$ cat config.mk
export PLATFORM = sky130hd
export DESIGN_NAME = rvm_sim_monitor
export DESIGN_NICKNAME = d
export VERILOG_FILES = /design/src/rtl/rvm_sim_monitor.sv
export SDC_FILE = /design/constraint.sdc
export NUM_CORES = 1
export LEC_CHECK = 0
export CAP_MARGIN = 20
export CORE_UTILIZATION = 43
export CTS_BUF_LIST = sky130_fd_sc_hd__clkbuf_8
export CTS_CLUSTER_SIZE = 8
export DETAILED_ROUTE_END_ITERATION = 12
export HOLD_SLACK_MARGIN = 0.06
export PLACE_DENSITY = 0.9
export SLEW_MARGIN = 20
export SYNTH_ARGS = -nofsm -noshare
export SYNTH_HDL_FRONTEND = slang
export SYNTH_SLANG_ARGS = --single-unit
$ cat constraint.sdc
create_clock -name clk -period 4.7 [get_ports clk]
set_input_delay 0.94 -clock clk [delete_from_list [all_inputs] [get_ports clk]]
set_output_delay 0.94 -clock clk [all_outputs]
set_load 0.1 [all_outputs]
$ cat src/rtl/rvm_sim_monitor.sv
// Run-control monitor: matches accepted bus transfers against pass/fail/halt watch channels,
// enforces a cycle timeout and latches a sticky verdict. Optional stall counter: RVM_MONITOR_STALL_COUNT_EN.
module rvm_sim_monitor #(
   parameter int                NUM_WATCH = 4,
   parameter int                ADDR_W    = 32,
   parameter int                CYC_W     = 32,
   parameter int                IDX_W     = 4,
   parameter logic [ADDR_W-1:0] ADDR_MASK = ADDR_W'(32'h0FFF_FFFF)
) (
   input  logic                        clk,
   input  logic                        reset,
   input  logic [ADDR_W-1:0]           mem_addr,
   input  logic                        mem_c_en,
   input  logic                        mem_stall,
   input  logic [NUM_WATCH*ADDR_W-1:0] cfg_addr,
   input  logic [2*NUM_WATCH-1:0]      cfg_kind,
   input  logic [CYC_W-1:0]            cfg_max_cycles,
   input  logic                        start,
   output logic                        running,
   output logic                        done,
   output logic                        pass,
   output logic                        fail_hit,
   output logic                        halt_hit,
   output logic                        timeout,
   output logic [IDX_W-1:0]            hit_index,
   output logic [CYC_W-1:0]            cycle_count,
   output logic [CYC_W-1:0]            stall_count
);

   typedef enum logic [1:0] {IDLE = 2'd0, RUN = 2'd1, DONE = 2'd2} state_t;

   localparam logic [1:0] K_PASS = 2'b01;
   localparam logic [1:0] K_FAIL = 2'b10;
   localparam logic [1:0] K_HALT = 2'b11;

   state_t           state_q, state_d;
   logic [CYC_W-1:0] cycle_q, cycle_d, cyc_inc;
   logic             pass_q, pass_d, fail_q, fail_d, halt_q, halt_d, tmo_q, tmo_d;
   logic [IDX_W-1:0] idx_q, idx_d;

   logic             accepted, match, tmo_now;
   logic [IDX_W-1:0] match_idx;
   logic [1:0]       match_kind;
   logic [ADDR_W-1:0] addr_m;

   assign accepted = mem_c_en && !mem_stall;
   assign addr_m   = mem_addr & ADDR_MASK;
   assign cyc_inc  = (&cycle_q) ? cycle_q : cycle_q + CYC_W'(1);

   // Scan high to low so the lowest matching channel is the last one written.
   always_comb begin
      match      = 1'b0;
      match_idx  = '0;
      match_kind = 2'b00;
      for (int k = NUM_WATCH - 1; k >= 0; k--) begin
         if (accepted && (cfg_kind[2*k +: 2] != 2'b00) &&
             (addr_m == (cfg_addr[k*ADDR_W +: ADDR_W] & ADDR_MASK))) begin
            match      = 1'b1;
            match_idx  = IDX_W'(k);
            match_kind = cfg_kind[2*k +: 2];
         end
      end
   end

   assign tmo_now = (cfg_max_cycles != '0) && (cyc_inc == cfg_max_cycles) && !match;

   always_ff @(posedge clk or posedge reset) begin
      if (reset) begin
         state_q <= IDLE;
      end else begin
         state_q <= state_d;
      end
   end

   always_comb begin
      state_d = state_q;
      unique case (state_q)
         IDLE:    if (start) state_d = RUN;
         RUN:     if (start) state_d = RUN;
                  else if (match || tmo_now) state_d = DONE;
         DONE:    if (start) state_d = RUN;
         default: state_d = IDLE;
      endcase
   end

   always_comb begin
      running = (state_q == RUN);
      done    = (state_q == DONE);
   end

   always_comb begin
      cycle_d = cycle_q;
      pass_d  = pass_q;
      fail_d  = fail_q;
      halt_d  = halt_q;
      tmo_d   = tmo_q;
      idx_d   = idx_q;
      if (start) begin
         cycle_d = '0;
         pass_d  = 1'b0;
         fail_d  = 1'b0;
         halt_d  = 1'b0;
         tmo_d   = 1'b0;
         idx_d   = '0;
      end else if (state_q == RUN) begin
         cycle_d = cyc_inc;
         if (match) begin
            idx_d  = match_idx;
            pass_d = (match_kind == K_PASS);
            fail_d = (match_kind == K_FAIL);
            halt_d = (match_kind == K_HALT);
         end else if (tmo_now) begin
            tmo_d = 1'b1;
            idx_d = '0;
         end
      end
   end

   always_ff @(posedge clk or posedge reset) begin
      if (reset) begin
         cycle_q <= '0;
         pass_q  <= 1'b0;
         fail_q  <= 1'b0;
         halt_q  <= 1'b0;
         tmo_q   <= 1'b0;
         idx_q   <= '0;
      end else begin
         cycle_q <= cycle_d;
         pass_q  <= pass_d;
         fail_q  <= fail_d;
         halt_q  <= halt_d;
         tmo_q   <= tmo_d;
         idx_q   <= idx_d;
      end
   end

   assign pass        = pass_q;
   assign fail_hit    = fail_q;
   assign halt_hit    = halt_q;
   assign timeout     = tmo_q;
   assign hit_index   = idx_q;
   assign cycle_count = cycle_q;

`ifdef RVM_MONITOR_STALL_COUNT_EN
   logic [CYC_W-1:0] stall_q, stall_d;

   always_comb begin
      stall_d = stall_q;
      if (start) begin
         stall_d = '0;
      end else if ((state_q == RUN) && mem_c_en && mem_stall && !(&stall_q)) begin
         stall_d = stall_q + CYC_W'(1);
      end
   end

   always_ff @(posedge clk or posedge reset) begin
      if (reset) begin
         stall_q <= '0;
      end else begin
         stall_q <= stall_d;
      end
   end

   assign stall_count = stall_q;
`else
   assign stall_count = '0;
`endif

endmodule

== Word-level counts from Yosys, hierarchy flattened ==
Cells that the tools add are included.
Operators by class
  multiplexer cells: 36
  add/subtract/negate cells: 1
  reduce and logical (&&, ||, !) cells: 30
  equal/unequal tests: 13
Operator list (number)
  $eq A28 B28 Y1: 4
  $mux W32: 3
  $add A32 B1 Y32 const B: 1
  $eq A32 B32 Y1: 1
  $reduce_and A32 Y1: 1
  $reduce_bool A32 Y1: 1
  $mux W2: 10
  $mux W4: 5
  $mux W1: 17
  $reduce_bool A2 Y1: 7
  $logic_and A1 B1 Y1: 11
  $eq A2 B2 Y1 const B: 3
  $reduce_and A2 Y1: 3
  $eq A2 B1 Y1 const B: 2
  $pmux W2 S2: 1
  $ne A3 B2 Y1 const B: 1
  $reduce_and A3 Y1: 1
  $reduce_bool A3 Y1: 1
  $logic_not A1 Y1: 2
  $logic_not A2 Y1: 1
  $ne A2 B1 Y1 const B: 1
  $ne A2 B2 Y1 const B: 1
  $reduce_or A2 Y1: 1
  $logic_or A1 B1 Y1: 1
Word-level totals
  bits in registers: 42
  input port bits: 205

== Depth between registers and ports, before layout ==
  depth in word-level cells: 14
  mapped depth: 11
  mapped depth without buffers: 10

== Worst setup path before layout ==
Ideal clock, no wire load.
  kind: register -> register
  start point: register cycle_q[0] (netlist: cycle_count[0])
  end point: register idx_q[0] (netlist: hit_index[0])
  clock period less this slack: 3.885 ns
  cell stages (with the launch flop): 12
  slack: 0.815 ns
  data arrival time: 3.759 ns
  path through: dfrtp_1 ha_1 nand4_1 or4_1 clkbuf_1 nor3_2 nor2_1 xnor2_1 nor4b_1 and4_4 o21ai_2 mux2i_1
On the way
  word-level cells in the longest chain between the ends: 7
RTL lines
  start: declaration: RTL line 37  | logic [CYC_W-1:0] cycle_q, cycle_d, cyc_inc;
  start signal: assignment: RTL line 128  | cycle_q <= cycle_d;
  $add A32 B1 Y32 or $reduce_and A32 Y1 (tied branches): RTL line 48  | assign cyc_inc = (&cycle_q) ? cycle_q : cycle_q + CYC_W'(1);
  $mux W32 (*): RTL line 48
  $eq A32 B32 Y1 (*): RTL line 65  | assign tmo_now = (cfg_max_cycles != '0) && (cyc_inc == cfg_max_cycles) && !match;
  $logic_and A1 B1 Y1 (*) (2 in series): RTL line 65
  $reduce_bool A3 Y1 (no source line) (*)
  $reduce_and A2 Y1 (no source line) (*)
  end signal: assignment: RTL line 133  | idx_q <= idx_d;
  end: declaration: RTL line 39  | logic [IDX_W-1:0] idx_q, idx_d;
Mark *: on every way between the ends. The rest lies on a longest branch, timed or not.
A chain may end at the register's enable or synchronous reset.

== Final worst setup path ==
Same ends and word-level chain as after synthesis.

==> flow_summary_export.csv <==
group,metric,value,unit
outcome,status,"completed",
synthesis,ys_seq_elements,40,
synthesis,synth.distinct_cells,58,
cts,path_clk_slew,70,ps
synthesis,synth_fa_ha_area_frac,0.00259,
floorplanning,die_w,108,µm
timing,max_freq,269,MHz
worst_setup_path,cp-end-kind,"flip-flop",
cts,cts_sinks,40,
timing,worstMarginPinSlew,1030,ps
synthesis,synthMuxAreaShare,0.00620,
cts,cts_htree_levels,2,
cts,cts_tree,"yes",
finish,post-route-util,0.659,
synthesis,yosys.area_share.xor_xnor,0.313,
finish,syn2layout_area_growth,48.3,%
placed_design,routabilityCongestion,0.975,
global_route,grt-ovfl-total,0,
cts,cts_root_buffer,"clkbuf_8",
route,vias_per_cell,5.65,
global_route,grt_pass1_wl,27.2,mm
cts,cts-hold-fix-buffers,0,
floorplanning,row_count,38,
timing,setup_viol,0,
finish,drive_gt1_frac,0.0365,
cts,clock_path_buffers,2,
worst_hold_path,holdPathEnd,"state_q[0]",
timing,period_needed,3720,ps
worst_setup_path,crit_fanout,8,
timing,rsz0062_at_grt,"false",
worst_setup_path,reg2reg_slack,980,ps
cts,cts.repair.resized,0,
worst_setup_path,crit_type,"reg -> reg",
floorplanning,ioPinCount,279,
timing,fin_hold_ws,466,ps
route,vias,5445,
floorplanning,start_util,0.444,
route,final_antenna_net_count,0,
worst_hold_path,worstHoldStart,"state_q[1]",
worst_hold_path,worstHoldPathCells,1,
worst_setup_path,timing.rr.start,"cycle_count[0]",
cts,postCtsSetupBuffers,0,
synthesis,synth_compound_area_frac,0.120,
cts,worstSkewPairLatency,290,ps
synthesis,synth-main-ff-cell,"dfrtp_1",
worst_setup_path,r2r_cells,10,
floorplanning,core_area,10900,µm²
floorplanning,die_area,11700,µm²
worst_setup_path,r2r-end,"hit_index[0]",
route,firstDrtPassIters,5,
route,drt_iter0_drc,390,
worst_setup_path,cp.required,4880,ps
synthesis,syn_area_per_cell,7.99,µm²
synthesis,synth-simple-area-share,0.271,
synthesis,synth_top_family_by_area,"XOR/XNOR gates",
timing,tns,0,ps
timing,hold_violations,0,
synthesis,synth_edf_count,0,
worst_setup_path,crit_arrival,3890,ps
global_route,antenna_found_initial,2,
worst_setup_path,slowest_stage,"or4_1",
finish,nets,1027,
worst_hold_path,worstHoldPathType,"reg -> reg",
synthesis,synth_cells,606,
synthesis,netlist_area,4840,µm²
pwr,powerDensity,150,nW/µm²
worst_setup_path,cp_slowest_stage_delay,740,ps
route,wl,17.9,mm
pwr,vdd_drop_max,0.132,mV
worst_setup_path,cp-start-kind,"flip-flop",
route,wl_per_cell,18.6,µm
timing,fin_worst_skew,4.34,ps
global_route,grt_pass1_vias,5160,
placed_design,hpwl,15.0,mm
global_route,grt_util_all_layers,0.307,
timing,period_share,0.791,
flow_run,max_cap_violations,0,
timing,relSlewSlack,0.311,
synthesis,yosysWarnings,0,
route,drc,0,
pwr,leakage,2.60,nW
synthesis,async_reset_ff_frac,1.00,
worst_setup_path,path_cells,"ha_1 -> nand4_1 -> or4_1 -> or3_1 -> xnor2_1 -> o2111ai_1 -> nor4b_1 -> and4_4 -> o21ai_2 -> mux2i_1",
timing,maxSlewViolCount,0,
floorplanning,die_y,108,µm
synthesis,ys_seq_area_frac,0.207,
placed_design,io_buffers,224,
global_route,grt_max_degree,41,
cts,cts_buffers,5,
==> how the worst max path moves through the flow <==
stage / depth (start not counted) / startpoint / to / slack (ps)
2_1_floorplan: 11 / cycle_count[0] / hit_index[0] / 810
3_3_place_gp: 10 / mem_addr[22] / halt_hit / 850
3_5_place_dp: 10 / mem_addr[22] / pass / 790
4_1_cts: 10 / cycle_count[0] / hit_index[0] / 1030
5_1_grt: 10 / cycle_count[0] / hit_index[0] / 830
6_report: 10 / cycle_count[0] / hit_index[0] / 980
==> metrics by stage <==
step | worst slack, ps | instances | power (mW) | instance area (µm²)
floorplan | 815 | 639 | 0.640 | 4960
global placement | 852 | 954 | 0.842 | 7080
detailed placement | 785 | 954 | 0.850 | 7080
CTS | 1030 | 962 | 1.08 | 7170
global route | 829 | 964 | 1.13 | 7180
finish | 984 | 964 | 1.08 | 7180
==> synthesized netlist by cell type (3+ instances only) <==
cell       instances  area [µm²]
dfrtp_1           40        1000
mux2i_1            3        30.0
xor2_1            90         788
inv_1              8        30.0
buf_2              6        30.0
or4_1              6        45.0
or3_2              3        22.5
nand2_1           33         124
nor2_1            40         150
or2_2              6        37.5
o21ai_0           20         100
a21oi_1           35         175
buf_4             34         255
nor4_1            33         206
nor4_2             3        37.5
a2bb2oi_1          3        26.3
o22ai_1            4        25.0
or3_1             13        81.3
nand2b_1          10        62.6
clkbuf_1          14        52.6
nand3_1           16        80.1
and3_1             4        25.0
xnor2_1           83         727
nand4_1           29         181
nor3_1            21         105
a211oi_1           4        30.0
and4_1             5        43.8
==> cell type report <==
type | instances | area (µm²)
flip-flops and latches | 40 | 1000
fillers | 919 | 3710
multi-input cells | 536 | 3580
inverters | 9 | 47.5
clock inverters | 2 | 7.51
diodes | 2 | 5.00
repair buffers | 229 | 2280
clock buffers | 6 | 82.6
well taps | 140 | 175
==> critical path, delay by kind of cell, from the launching register on <==
family,cells,cell delay (ps)
muxes,1,110
xor gates and xnor gates,1,230
AOI/OAI and AO/OA,2,240
and+or+nand+nor,5,2180
adders and majority gates,1,340
DFF,1,480
==> per-layer routing <==
layer  GRT usage  wire length [µm]  vias to the layer above
met1       0.360              6630                     2527
met5           0                 0                        -
li1            -                 -                     2527
met3      0.0603              1660                       55
met2       0.531              8800                      336
met4       0.154               850                        0
==> state kept, by name (all words and copies together) (netlist names) <==
| name | flops |
|---|---|
| cycle_count | 32 |
| halt_hit | 1 |
| hit_index | 2 |
| fail_hit | 1 |
| timeout | 1 |
| pass | 1 |
| state_q | 2 |
==> kinds of logic (layout without fill, tap and decap cells) <==
logic type,count (synthesis),after routing
buffers and inverters,63,246
AO/OA/AOI/OAI,91,91
adder cells (fa/ha/maj),1,1
multiplexers,3,3
flip-flops,40,40
other,1,36
XOR/XNOR,173,173
AND/OR/NAND/NOR,234,234
==> power by group <==
group	switching, mW	total [mW]	internal [mW]
Sequential	0.00478	0.351	0.346
Clock	0.117	0.233	0.115
Combinational	0.281	0.495	0.214
==> cells in the final DEF (no fill, tap or decap), types with 3 or more instances in the layout <==
cell type	instances
and3_1	4
or3_2	3
or4_1	6
or2_2	6
dfrtp_1	40
o21ai_0	20
xor2_1	90
clkdlybuf4s50_1	224
or3_1	13
nor4_1	33
nand2_1	33
a2bb2oi_1	3
a211oi_1	4
mux2i_1	3
buf_4	5
nor2_1	40
inv_1	10
nand4_1	29
and4_1	5
o22ai_1	4
nand3_1	16
nor4_2	3
nand2b_1	10
clkbuf_8	6
nor3_1	21
a21oi_1	35
xnor2_1	83
conb_1	34
Power figures use the tool's default switching activity.
